`config.mk`:
```
export PLATFORM = sky130hd
export DESIGN_NAME = noise_pool_ctrl
export DESIGN_NICKNAME = d
export VERILOG_FILES = /design/src/rtl/noise_pool_ctrl.sv
export SDC_FILE = /design/constraint.sdc
export NUM_CORES = 1
export LEC_CHECK = 0
export ABC_AREA = 1
export ABC_CLOCK_PERIOD_IN_PS = 6300
export CORE_UTILIZATION = 50
export CTS_CLUSTER_DIAMETER = 120
export DETAILED_ROUTE_END_ITERATION = 16
export PLACE_DENSITY = 0.69
export SYNTH_ARGS = -nofsm -noshare
export SYNTH_HDL_FRONTEND = slang
export SYNTH_SLANG_ARGS = --single-unit
```
`constraint.sdc`:
```
create_clock -name CK -period 6.3 [get_ports CK]
set_clock_uncertainty 0.15 [all_clocks]
set_input_delay 1.26 -clock CK [delete_from_list [all_inputs] [get_ports CK]]
set_output_delay 1.26 -clock CK [all_outputs]
set_load 0.01 [all_outputs]
```
`src/rtl/noise_pool_ctrl.sv`:
```
// Start/init sequencer, LFSR p/q/r/s address generator and sample FIFO for the Wallace noise core.
// Define NOISE_STATS_EN to add per-1024-sample window sums on stat_sum/stat_vld.
module noise_pool_ctrl #(
  parameter int unsigned FIFO_DEPTH  = 16,
  parameter int unsigned INIT_CYCLES = 1026,
  parameter int unsigned LAT         = 6,
  parameter logic [39:0] SEED        = 40'h00_0000_0001
) (
  input  logic        CK,
  input  logic        RB,
  input  logic        en,
  output logic        gen_start,
  output logic [9:0]  p_addr,
  output logic [9:0]  q_addr,
  output logic [9:0]  r_addr,
  output logic [9:0]  s_addr,
  input  logic [23:0] c_in,
  output logic        m_valid,
  input  logic        m_ready,
  output logic [23:0] m_data,
  output logic        busy,
  output logic [15:0] ovf_cnt
`ifdef NOISE_STATS_EN
  ,
  output logic signed [33:0] stat_sum,
  output logic               stat_vld
`endif
);

  localparam int unsigned AW     = $clog2(FIFO_DEPTH);
  localparam int unsigned CntMax = (INIT_CYCLES > LAT) ? INIT_CYCLES : LAT;
  localparam int unsigned CW     = $clog2(CntMax + 1);

  typedef enum logic [2:0] {StIdle, StStart, StInit, StFill, StRun} state_e;

  state_e          state_q, state_d;
  logic [CW-1:0]   cnt_q, cnt_d;
  logic [1:0]      grp_q, grp_d;
  logic [39:0]     lfsr_q, lfsr_d;
  logic [39:0]     addr_q, addr_d;
  logic [23:0]     mem_q [FIFO_DEPTH];
  logic [23:0]     mem_d [FIFO_DEPTH];
  logic [AW-1:0]   wptr_q, wptr_d, rptr_q, rptr_d;
  logic [AW:0]     count_q, count_d;
  logic [15:0]     ovf_q, ovf_d;
  logic            active, push, pop, full, wr, drop;
  logic [9:0]      b;

  always_comb begin
    state_d = state_q;
    cnt_d   = cnt_q + CW'(1);
    grp_d   = grp_q;
    unique case (state_q)
      StIdle: begin
        cnt_d = '0;
        if (en) state_d = StStart;
      end
      StStart: begin
        cnt_d   = '0;
        state_d = StInit;
      end
      StInit: begin
        if (cnt_q == CW'(INIT_CYCLES - 1)) begin
          state_d = StFill;
          cnt_d   = '0;
          grp_d   = '0;
        end
      end
      StFill: begin
        grp_d = grp_q + 2'd1;
        if (cnt_q == CW'(LAT - 1)) state_d = StRun;
      end
      StRun: begin
        cnt_d = cnt_q;
        grp_d = grp_q + 2'd1;
        if (!en && grp_q == 2'd3) state_d = StIdle;
      end
      default: state_d = StIdle;
    endcase
  end

  // LFSR steps on the last cycle of a group; addresses pick up the new value one cycle later.
  assign active = (state_q == StFill) || (state_q == StRun);
  assign b      = lfsr_q[9:0];

  always_comb begin
    lfsr_d = lfsr_q;
    addr_d = addr_q;
    if (active && grp_q == 2'd3) begin
      lfsr_d = {lfsr_q[38:0], lfsr_q[39] ^ lfsr_q[37] ^ lfsr_q[20] ^ lfsr_q[18]};
    end
    if (active && grp_q == 2'd0) begin
      addr_d = {b, b ^ 10'h155, b ^ 10'h2AA, b ^ 10'h3FF};
    end
  end

  assign push = (state_q == StRun);
  assign full = (count_q == (AW + 1)'(FIFO_DEPTH));
  assign pop  = m_valid && m_ready;
  assign wr   = push && (!full || pop);
  assign drop = push && full && !pop;

  always_comb begin
    mem_d   = mem_q;
    wptr_d  = wptr_q;
    rptr_d  = rptr_q;
    count_d = count_q;
    ovf_d   = ovf_q;
    if (wr) begin
      mem_d[wptr_q] = c_in;
      wptr_d        = wptr_q + AW'(1);
    end
    if (pop) rptr_d = rptr_q + AW'(1);
    if (wr && !pop)      count_d = count_q + (AW + 1)'(1);
    else if (!wr && pop) count_d = count_q - (AW + 1)'(1);
    if (drop && ovf_q != 16'hFFFF) ovf_d = ovf_q + 16'd1;
  end

  always_ff @(posedge CK) begin
    if (RB) begin
      state_q <= StIdle;
      cnt_q   <= '0;
      grp_q   <= '0;
      lfsr_q  <= SEED;
      addr_q  <= '0;
      wptr_q  <= '0;
      rptr_q  <= '0;
      count_q <= '0;
      ovf_q   <= '0;
    end else begin
      state_q <= state_d;
      cnt_q   <= cnt_d;
      grp_q   <= grp_d;
      lfsr_q  <= lfsr_d;
      addr_q  <= addr_d;
      wptr_q  <= wptr_d;
      rptr_q  <= rptr_d;
      count_q <= count_d;
      ovf_q   <= ovf_d;
    end
  end

  // Storage needs no reset: reads are gated by the occupancy count.
  always_ff @(posedge CK) begin
    mem_q <= mem_d;
  end

  assign gen_start = (state_q == StStart);
  assign busy      = (state_q != StIdle);
  assign {p_addr, q_addr, r_addr, s_addr} = addr_q;
  assign m_valid   = (count_q != '0);
  assign m_data    = m_valid ? mem_q[rptr_q] : '0;
  assign ovf_cnt   = ovf_q;

`ifdef NOISE_STATS_EN
  logic signed [33:0] acc_q, acc_d, sum_q, sum_d;
  logic        [9:0]  win_q, win_d;
  logic               vld_q, vld_d;

  always_comb begin
    acc_d = acc_q;
    sum_d = sum_q;
    win_d = win_q;
    vld_d = 1'b0;
    if (state_q == StStart) begin
      acc_d = '0;
      win_d = '0;
    end else if (push) begin
      acc_d = acc_q + $signed({{10{c_in[23]}}, c_in});
      win_d = win_q + 10'd1;
      if (win_q == 10'd1023) begin
        sum_d = acc_d;
        vld_d = 1'b1;
        acc_d = '0;
      end
    end
  end

  always_ff @(posedge CK) begin
    if (RB) begin
      acc_q <= '0;
      sum_q <= '0;
      win_q <= '0;
      vld_q <= 1'b0;
    end else begin
      acc_q <= acc_d;
      sum_q <= sum_d;
      win_q <= win_d;
      vld_q <= vld_d;
    end
  end

  assign stat_sum = sum_q;
  assign stat_vld = vld_q;
`endif

endmodule

```
==> out/results.tsv <==
metric	value	unit
hold_path_end	lfsr_q[1]	
grt_max_degree	125	
crit_path_end_kind	output pin	
drc	0	
io_pins	111	
synth.net_count	1992	
synth_edf_count	384	
synth_cells	1949	
gp_congestion	0.789	
cts_hold_buf	0	
dieArea	41200	sq um
max_freq	188	MHz
clock_latency	560	ps
dr.pass1.iters	5	
drive_gt1_share	7.02	%
critPathMaxFanout	61	
critical_path_required	4890	ps
antenna_found_initial	0	
reg2reg_from	state_q[0]	
seq_area_frac_synth	67.5	%
fill_cells	3294	
outcome	completed	
regToRegSetupSlack	3070	ps
cts_tree	yes	
drv_slew	0	
worst_pin_slew	1080	ps
p_per_area	374	nW/um^2
wire_per_inst	18.3	um
leakage	8.39	nW
hold_ws	325	ps
async_flop_share	0	%
ys_types	31	
coreArea	39800	sq um
p_sw	2.67	mW
r2r-end	mem_q[302]	
swShare	30.7	%
cts_buffers	49	
die_h	203	um
pwr-share-seq	41.7	%
ys_ff_latch	489	
initial_utilization	50.7	%
drv_cap	0	
ant_nets	0	
ctsResizeCount	0	
hold_depth	2	
min_period	5330	ps
port_buffers	110	
min_period_over_period	84.5	%
cts.root.buffer_cell	clkbuf_16	
r2r_cells	7	
final_util	58.4	%
rsz0062_at_grt	false	
hold_start	lfsr_q[1]	
clockBufferDepth	3	
vias	14000	
setup_tns	0	ps
ys.flop_type	edfxtp_1	
hpwl	24800	um
cp-start-kind	flip-flop	
area_growth	15.1	%
first_global_vias	13600	
max-vdd-ir-drop	0.297	mV
cts.sinks	489	
combinationalPowerShare	25.0	%
grt_first_pass_wirelength	74200	um
cp.arrival	3920	ps
grtUsageTotal	23.2	%
h-tree-depth	2	
regArea	13600	sq um
drt-total-wl	47200	um
post_cts_buffers	0	
setup_viol	0	
overflow	0	
p_int	6.02	mW
hold_violations	0	
relSlewSlack	27.5	%
netlist_area	20200	sq um
synth_area_per_cell	10.4	sq um
crit_type	flip-flop to output pin	
drtIter0Drc	1014	
clk_pin_slew	60	ps
clock_power_share	33.3	%
n_antenna_cell	0	
vias_per_cell	5.45	
multiInputGateArea	5730	sq um
hold_class	flip-flop to flip-flop	
yosysWarningCount	0	
die_w	203	um
rows	73	
layout.nets	2054	
[how the worst max path moves through the flow]
stage,from,to,cells past startpoint
after floorplan,m_ready,mem_q[120],7
after global placement,rptr_q[1],m_data[10],8
after detailed placement,rptr_q[1],m_data[10],8
after CTS,rptr_q[1],m_data[10],8
after global routing,rptr_q[1],m_data[10],8
final,rptr_q[1],m_data[10],8
[critical path: stages (launching register included)]
cell	delay (ps)
dfxtp_4	680
clkinv_2	690
buf_4	610
nand3_1	190
nand3_1	90
nand2_1	100
nand2_1	50
a21oi_1	320
clkdlybuf4s50_1	600
[area by class of cell]
cell class	count	area share, %
Sequential cell	489	58.7
Timing Repair Buffer	138	5.69
Clock buffer	65	5.93
Inverter	74	1.24
Clock inverter	26	0.996
Tap cell	525	2.83
Multi-Input combinational cell	1259	24.6
[flip-flops by register name (all words and copies together), names as in the netlist]
signal / count
lfsr_q: 40
mem_q: 384
cnt_q: 11
state_q: 3
addr_q: 20
count_q: 5
ovf_cnt: 16
rptr_q: 4
wptr_q: 4
grp_q: 2
[Yosys cell counts, types with 2 or more instances]
master    count  share of area, %
buf_2        53               1.3
inv_2         3             0.056
a21oi_1      69               1.7
o21ai_0      69               1.7
o21ai_1       2             0.050
nand2_2       9              0.28
nor3_1       21              0.52
nor2_2        2             0.062
nand3b_1      2             0.074
clkbuf_1     45              0.84
nand2_1     588                11
inv_1        69               1.3
buf_4        21              0.78
xnor2_1       5              0.22
edfxtp_1    384                57
a21oi_2       7              0.30
xor2_1       11              0.48
nand4_1       6              0.19
buf_1         6              0.11
dfxtp_1     105                10
nand3_1     315               7.8
nor2_1      134               2.5
ha_1         14              0.87
or2_2         2             0.062
[cells in the final DEF, fill, tap and decap left out, drive strengths merged]
cell and n:
nand2 598, edfxtp 384, nand3 315, nor2 136
clkdlybuf4s50 110, dfxtp 105, a21oi 76, inv 73
o21ai 71, clkbuf 65, buf 28, clkinv 23
nor3 21, ha 14, xor2 11, nand4 6
xnor2 5, bufinv 4, nand3b 2, or2 2
a31oi 1, fa 1
[layer usage]
metal	up-vias	routed length, um	share of wire (%)	track usage (%)
met5	-	0	0	0
met1	6746	20200	43	30.8
met3	70	3130	6.6	3.77
li1	6749	-	-	-
met2	463	22900	49	39.4
met4	0	945	2.0	6.28
[kinds of logic after synthesis]
kind of cell               count (synthesis)  share of synthesized area (%)
adders and majority gates                 15                          0.966
and+or+nand+nor                         1080                           22.5
DFF                                      489                           67.5
buffers and inverters                    201                           4.60
xor gates and xnor gates                  16                          0.694
AOI/OAI and AO/OA                        148                           3.80
[power by group through the flow]
stage / sequential [mW] / clock, mW / combinational [mW]
after global routing: 3.63 / 3.06 / 2.42
final: 3.63 / 2.89 / 2.18
after detailed placement: 3.69 / 0 / 2.17
after global placement: 3.69 / 0 / 2.13
after floorplan: 3.62 / 0 / 1.43
after CTS: 3.63 / 2.94 / 2.18
[per-stage QoR]
step / setup slack (ps) / std cells / power (mW) / area (sq um)
after floorplan: 2360 / 1949 / 5.05 / 20200
after detailed placement: 1560 / 2485 / 5.86 / 21600
after global placement: 1610 / 2485 / 5.82 / 21600
after global routing: 774 / 2576 / 9.11 / 23200
after CTS: 966 / 2576 / 8.75 / 23200
final: 974 / 2576 / 8.70 / 23200
Note: power is estimated with default switching activity, not from simulation.
